--- src/rtl/id_ex_stage_if.sv ---
// rtl/id_ex_stage_if.sv - decode-to-execute pipeline register bundle
interface id_ex_stage_if #(
  parameter int DATA_W = 64,
  parameter int CTRL_W = 8
);
  logic [DATA_W-1:0] ReadData1;
  logic [DATA_W-1:0] ReadData2;
  logic [DATA_W-1:0] Imm;
  logic [4:0]        RS1;
  logic [4:0]        RS2;
  logic [4:0]        RD;
  logic [CTRL_W-1:0] Ctrl;
  logic              Valid_in;
  logic              Flush;
  logic              WB_RegWrite;
  logic [4:0]        WB_RD;
  logic [DATA_W-1:0] WB_WriteData;
  logic [DATA_W-1:0] EX_ReadData1;
  logic [DATA_W-1:0] EX_ReadData2;
  logic [DATA_W-1:0] EX_Imm;
  logic [4:0]        EX_RS1;
  logic [4:0]        EX_RS2;
  logic [4:0]        EX_RD;
  logic [CTRL_W-1:0] EX_Ctrl;
  logic              EX_Valid;
  logic              Stall;
  logic [31:0]       BubbleCount;

  modport master (
    output ReadData1, ReadData2, Imm, RS1, RS2, RD, Ctrl, Valid_in, Flush,
           WB_RegWrite, WB_RD, WB_WriteData,
    input  EX_ReadData1, EX_ReadData2, EX_Imm, EX_RS1, EX_RS2, EX_RD,
           EX_Ctrl, EX_Valid, Stall, BubbleCount
  );

  modport slave (
    input  ReadData1, ReadData2, Imm, RS1, RS2, RD, Ctrl, Valid_in, Flush,
           WB_RegWrite, WB_RD, WB_WriteData,
    output EX_ReadData1, EX_ReadData2, EX_Imm, EX_RS1, EX_RS2, EX_RD,
           EX_Ctrl, EX_Valid, Stall, BubbleCount
  );
endinterface

--- src/rtl/id_ex_stage.sv ---
// rtl/id_ex_stage.sv - ID/EX pipeline register with load-use bubble insertion
// Optional macro WB_BYPASS_EN forwards the same-cycle writeback value into the captured operands.
module id_ex_stage #(
  parameter int DATA_W = 64,
  parameter int CTRL_W = 8
) (
  input logic         Clk,
  input logic         Reset,
  id_ex_stage_if.slave bus
);
  logic              hazard;
  logic [DATA_W-1:0] op1;
  logic [DATA_W-1:0] op2;
  logic [31:0]       bubble_cnt;

  // A load sitting in EX whose destination is read by the instruction in decode
  always_comb begin
    hazard = bus.EX_Valid & bus.EX_Ctrl[1] & (bus.EX_RD != 5'd0) & bus.Valid_in &
             ((bus.EX_RD == bus.RS1) | (bus.EX_RD == bus.RS2));
  end

  assign bus.Stall       = hazard & ~bus.Flush;
  assign bus.BubbleCount = bubble_cnt;

`ifdef WB_BYPASS_EN
  // The register file write lands at this same edge, so its read ports still show the old value
  assign op1 = (bus.WB_RegWrite && (bus.WB_RD != 5'd0) && (bus.WB_RD == bus.RS1)) ?
               bus.WB_WriteData : bus.ReadData1;
  assign op2 = (bus.WB_RegWrite && (bus.WB_RD != 5'd0) && (bus.WB_RD == bus.RS2)) ?
               bus.WB_WriteData : bus.ReadData2;
`else
  logic unused_wb;
  assign op1       = bus.ReadData1;
  assign op2       = bus.ReadData2;
  assign unused_wb = ^{bus.WB_RegWrite, bus.WB_RD, bus.WB_WriteData};
`endif

  always_ff @(posedge Clk) begin
    if (Reset) begin
      bus.EX_ReadData1 <= '0;
      bus.EX_ReadData2 <= '0;
      bus.EX_Imm       <= '0;
      bus.EX_RS1       <= '0;
      bus.EX_RS2       <= '0;
      bus.EX_RD        <= '0;
      bus.EX_Ctrl      <= '0;
      bus.EX_Valid     <= 1'b0;
      bubble_cnt       <= '0;
    end else if (bus.Flush || hazard) begin
      // Bubble: only valid and control clear, data/index fields keep their old contents
      bus.EX_Valid <= 1'b0;
      bus.EX_Ctrl  <= '0;
      if (!bus.Flush && (bubble_cnt != 32'hFFFF_FFFF)) begin
        bubble_cnt <= bubble_cnt + 32'd1;
      end
    end else begin
      bus.EX_ReadData1 <= op1;
      bus.EX_ReadData2 <= op2;
      bus.EX_Imm       <= bus.Imm;
      bus.EX_RS1       <= bus.RS1;
      bus.EX_RS2       <= bus.RS2;
      bus.EX_RD        <= bus.RD;
      bus.EX_Ctrl      <= bus.Valid_in ? bus.Ctrl : '0;
      bus.EX_Valid     <= bus.Valid_in;
    end
  end
endmodule

--- src/flat_wrapper.sv ---
// flat-port wrapper written by rule: the top's interface ports become plain ports
module id_ex_stage_flat 
#(
  parameter int DATA_W = 64,
  parameter int CTRL_W = 8
)
  (Clk, Reset, bus_ReadData1, bus_ReadData2, bus_Imm, bus_RS1, bus_RS2, bus_RD, bus_Ctrl, bus_Valid_in, bus_Flush, bus_WB_RegWrite, bus_WB_RD, bus_WB_WriteData, bus_EX_ReadData1, bus_EX_ReadData2, bus_EX_Imm, bus_EX_RS1, bus_EX_RS2, bus_EX_RD, bus_EX_Ctrl, bus_EX_Valid, bus_Stall, bus_BubbleCount);
  id_ex_stage_if #(.DATA_W(DATA_W), .CTRL_W(CTRL_W)) bus_i ();
  input logic Clk;
  input logic Reset;
  input wire logic [$bits(bus_i.ReadData1)-1:0] bus_ReadData1;
  input wire logic [$bits(bus_i.ReadData2)-1:0] bus_ReadData2;
  input wire logic [$bits(bus_i.Imm)-1:0] bus_Imm;
  input wire logic [$bits(bus_i.RS1)-1:0] bus_RS1;
  input wire logic [$bits(bus_i.RS2)-1:0] bus_RS2;
  input wire logic [$bits(bus_i.RD)-1:0] bus_RD;
  input wire logic [$bits(bus_i.Ctrl)-1:0] bus_Ctrl;
  input wire logic [$bits(bus_i.Valid_in)-1:0] bus_Valid_in;
  input wire logic [$bits(bus_i.Flush)-1:0] bus_Flush;
  input wire logic [$bits(bus_i.WB_RegWrite)-1:0] bus_WB_RegWrite;
  input wire logic [$bits(bus_i.WB_RD)-1:0] bus_WB_RD;
  input wire logic [$bits(bus_i.WB_WriteData)-1:0] bus_WB_WriteData;
  output wire logic [$bits(bus_i.EX_ReadData1)-1:0] bus_EX_ReadData1;
  output wire logic [$bits(bus_i.EX_ReadData2)-1:0] bus_EX_ReadData2;
  output wire logic [$bits(bus_i.EX_Imm)-1:0] bus_EX_Imm;
  output wire logic [$bits(bus_i.EX_RS1)-1:0] bus_EX_RS1;
  output wire logic [$bits(bus_i.EX_RS2)-1:0] bus_EX_RS2;
  output wire logic [$bits(bus_i.EX_RD)-1:0] bus_EX_RD;
  output wire logic [$bits(bus_i.EX_Ctrl)-1:0] bus_EX_Ctrl;
  output wire logic [$bits(bus_i.EX_Valid)-1:0] bus_EX_Valid;
  output wire logic [$bits(bus_i.Stall)-1:0] bus_Stall;
  output wire logic [$bits(bus_i.BubbleCount)-1:0] bus_BubbleCount;
  assign bus_i.ReadData1 = bus_ReadData1;
  assign bus_i.ReadData2 = bus_ReadData2;
  assign bus_i.Imm = bus_Imm;
  assign bus_i.RS1 = bus_RS1;
  assign bus_i.RS2 = bus_RS2;
  assign bus_i.RD = bus_RD;
  assign bus_i.Ctrl = bus_Ctrl;
  assign bus_i.Valid_in = bus_Valid_in;
  assign bus_i.Flush = bus_Flush;
  assign bus_i.WB_RegWrite = bus_WB_RegWrite;
  assign bus_i.WB_RD = bus_WB_RD;
  assign bus_i.WB_WriteData = bus_WB_WriteData;
  assign bus_EX_ReadData1 = bus_i.EX_ReadData1;
  assign bus_EX_ReadData2 = bus_i.EX_ReadData2;
  assign bus_EX_Imm = bus_i.EX_Imm;
  assign bus_EX_RS1 = bus_i.EX_RS1;
  assign bus_EX_RS2 = bus_i.EX_RS2;
  assign bus_EX_RD = bus_i.EX_RD;
  assign bus_EX_Ctrl = bus_i.EX_Ctrl;
  assign bus_EX_Valid = bus_i.EX_Valid;
  assign bus_Stall = bus_i.Stall;
  assign bus_BubbleCount = bus_i.BubbleCount;
  id_ex_stage #(.DATA_W(DATA_W), .CTRL_W(CTRL_W)) u_core (.Clk(Clk), .Reset(Reset), .bus(bus_i));
endmodule
--- config.mk ---
export PLATFORM = sky130hd
export DESIGN_NAME = id_ex_stage_flat
export DESIGN_NICKNAME = d
export VERILOG_FILES = /design/src/rtl/id_ex_stage_if.sv /design/src/rtl/id_ex_stage.sv /design/src/flat_wrapper.sv
export SDC_FILE = /design/constraint.sdc
export NUM_CORES = 1
export LEC_CHECK = 0
export CAP_MARGIN = 20
export CORE_AREA = 3 3 207 209
export CTS_BUF_LIST = sky130_fd_sc_hd__clkbuf_16
export CTS_CLUSTER_DIAMETER = 50
export DETAILED_ROUTE_END_ITERATION = 6
export DIE_AREA = 0 0 210 212
export PLACE_DENSITY_LB_ADDON = 0.2
export SYNTH_ARGS = -nofsm -noshare
export SYNTH_HDL_FRONTEND = slang
export SYNTH_SLANG_ARGS = --single-unit
--- constraint.sdc ---
create_clock -name Clk -period 3 [get_ports Clk]
set_clock_uncertainty 0.2 [all_clocks]
set_input_delay 0.6 -clock Clk [delete_from_list [all_inputs] [get_ports Clk]]
set_output_delay 0.6 -clock Clk [all_outputs]
set_load 0.05 [all_outputs]
==> results.md <==
* Worst R2R Path Depth at 6
* Syn_nets at ~1400
* Fin crit period at 2.87 ns
* Slowest cell on crit path: or4_4
* Layout area overhead at 74.7%
* Total CTS buffers at 37
* Yosys reg bits at 248
* Yosys warning total at 0
* Min-Delay Startpoint: Reset
* Worst-path cell chain: or4_4 > o2111ai_4 > nor2_1 > nand2_2 > inv_1 > buf_12
* Hold endpoint: u_core.bus.BubbleCount[31]$_SDFFE_PP0P_
* Static Leak at 5.93 nW
* H-tree depth at 2
* Maxcap violations at 0
* Most used flip-flop cell after synthesis: dfxtp_1
* HP Class: in -> reg
* Antenna Nets Post-Route at 0
* Critical Path RT at around 2.2 ns
* CTS tree: yes
* Placed Area at 14700 um^2
* Clk_lat worst skew at 0.53 ns
* Synth area leaders: dfxtp_1, nand2_1, a21oi_1
* Relative slew slack at 57.7%
* RSZ-0062 raised after global routing: no
* Commonest non-fill, non-tap cell in the layout: clkdlybuf4s50_1
* Worst Setup Path Type: reg -> out
* Slew Limit Fails at 0
* Number of port buffers at between 400 and 500
* Final Hold Vio Count at 0
* Vias in the first global route at 9203
* # clock sinks at 248
* R2R Path End: u_core.bus.BubbleCount[31]$_SDFFE_PP0P_
* Total power at about 0.0093 W
* Top cell type by total area after synthesis: dfxtp_1
* Setup slack, reg-to-reg at ~0.48 ns
* Cts hold-fix bufs at 0
* Ports at 538
* Startpoint Class: register
* Final setup vio count at 0
* Critical path capture point type: primary output
* Drt drc at 0
* Core Area at 41000 um^2
* R2R Path Start: u_core.bus.BubbleCount[12]$_SDFFE_PP0P_
* Max IR drop VDD at 357 uV
* Slowest stage delay, CP at 0.55 ns
* Most frequent cells in the layout: clkdlybuf4s50_1, nand2_1, dfxtp_1
* Syn avg cell area at 8.04 um^2
* First-pass GRT wire length at approximately 53000 um
* Post-Syn Area at ~9100 um^2
* Die width at 210 um
* Worst slew pin tran at 0.632 ns
* Clk pin slew, worst setup/hold paths at 0.06 ns
* Async S/R FF share, synth at 0%
* Root Driver: clkbuf_16
* CP Max Fanout at 5
* GP Congestion at 0.774
* HPWL Detailed at 25700 um
* Vias per inst at 4.33
* Initial antenna violation count at 0
* Share of cells above drive strength 1 at 8.24%
* Routed WL at approximately 35000 um
* WL per Instance at approximately 16 um
* Site row count at 74
* Power Density at 582 nW/um^2
* Pin count of the biggest net entering global routing at 101
* Grt ovf at 0
* Starting Density at 22.3%
* EDFF count, synth at 0
* Worst slack, placed at -0.152 ns
* Fin worst setup slack at 0.125 ns
* Critical Path AT at 2.07 ns
* Die ar. at 44500 um^2
* Vias post-DR at approximately 9500
* Post-Synthesis Cells at 1136
* Nets at 1915
* DR pass1 iterations at 5
* Status: complete, no violations
* Register area share after synthesis at 54.3%
* Yosys top cell area share at 54.3%
* Final Instance Area at 16000 um^2
* Share of the clock period used by the worst path at between 90% and 100%
* Max Fclk at 348 MHz
* Fill cell count at 4218
* Chip height at 212 um
* Clock buffer depth at 3
* Total GRT Usage at 14.9%
* Hold path depth at 2
* Yosys cell types at 48
* DR iter-0 viols at 370
-- cells by family (layout without fill, tap and decap cells) --
kind of cell | after synthesis | count (layout) | share of synthesized area [%]
compound gates | 254 | 254 | 14.8
xor+xnor | 18 | 18 | 1.73
fa+ha+maj | 1 | 1 | 0.137
buf+inv | 82 | 597 | 4.25
flops | 248 | 248 | 54.3
mux | 4 | 4 | 0.479
other cells | 0 | 1 | 0
simple gates | 529 | 529 | 24.3
-- Yosys cell counts, drive strengths merged, types with 2 or more instances --
cell type and count:
nor3 7, xor2 3, xnor2 15, a21o 2, or2 2, mux2 3, o41ai 4, o31ai 5
inv 7, nor2b 2, and3 3, or3 9, dfxtp 248, nor4 6, o21ai 9, buf 33
o2111ai 2, clkbuf 42, nand4 10, nand2 429, or4 8, nor2 19, a21oi 227, or4b 2
and2 9, nand4b 2, nand3 17, and4 2
-- worst max-delay path: cells and delay by family (launching register included) --
kind                   cells  cell delay [ns]
flip-flops                 1             0.35
AND/OR/NAND/NOR            3             0.76
buffers and inverters      2             0.22
AO/OA/AOI/OAI              1             0.22
-- layout make-up --
| class | count | area (um^2) | share of cell area [%] |
|---|---|---|---|
| well taps | 532 | 666 | 4.17 |
| flip-flops and latches | 248 | 4960 | 31.1 |
| diodes | 1 | 2.50 | 0.0157 |
| multi-input cells | 806 | 3810 | 23.9 |
| repair buffers | 525 | 5310 | 33.2 |
| clock buffers | 39 | 976 | 6.11 |
| inverters | 7 | 26.3 | 0.165 |
| clock inverters | 26 | 214 | 1.34 |
-- worst max path at each step --
stage | to | slack, ns | startpoint | depth (start not counted)
2_1_floorplan | bus_Stall | 0.20 | u_core.bus.EX_RD[0]$_SDFFE_PP0N_ | 6
3_3_place_gp | u_core.bus.BubbleCount[5]$_SDFFE_PP0P_ | -0.14 | bus_RS2[0] | 8
3_5_place_dp | u_core.bus.BubbleCount[3]$_SDFFE_PP0P_ | -0.15 | bus_RS2[0] | 8
4_1_cts | bus_Stall | 0.03 | u_core.bus.EX_RD[1]$_SDFFE_PP0N_ | 6
5_1_grt | bus_Stall | 0.009 | u_core.bus.EX_RD[1]$_SDFFE_PP0N_ | 6
6_report | bus_Stall | 0.13 | u_core.bus.EX_RD[1]$_SDFFE_PP0N_ | 6
-- through the flow --
stage / hold WS, ns / std cells / utilization (%) / setup TNS [ns]
floorplan: 0.469 / 1136 / - / 0
global placement: 0.241 / 2116 / 35.9 / -0.693
detailed placement: 0.246 / 2116 / 35.9 / -0.888
CTS: 0.202 / 2183 / 38.9 / 0
global route: 0.231 / 2183 / 38.9 / 0
finish: 0.247 / 2184 / 38.9 / 0
-- power breakdown --
group | switching, W | total, W | internal (W)
Clock | 0.00161 | 0.00416 | 0.00255
Sequential | 0.0000793 | 0.00353 | 0.00345
Combinational | 0.000933 | 0.00160 | 0.000662
-- routing by layer --
layer	track usage [%]	up-vias	part of all wire (%)
li1	-	4752	-
met1	18.0	4348	42
met2	25.1	324	48
met3	5.28	36	8.8
met4	4.46	0	1.7
met5	0	-	0
-- what timing repair did --
action	4_1_cts	5_1_grt
pin swaps	2	0
setup buffers	2	0
endpoints found under the setup margin	1	1
gates resized for setup	2	1
-- registers in the layout (all words and copies together) (netlist names) --
| signal | flops |
|---|---|
| u_core.bus.EX_Imm | 64 |
| u_core.bus.EX_ReadData1 | 64 |
| u_core.bus.EX_ReadData2 | 64 |
| u_core.bus.BubbleCount | 32 |
| u_core.bus.EX_Ctrl | 8 |
| u_core.bus.EX_RD | 5 |
| u_core.bus.EX_RS1 | 5 |
| u_core.bus.EX_RS2 | 5 |
| u_core.bus.EX_Valid | 1 |
No activity file was read; power rests on OpenSTA's default activity.
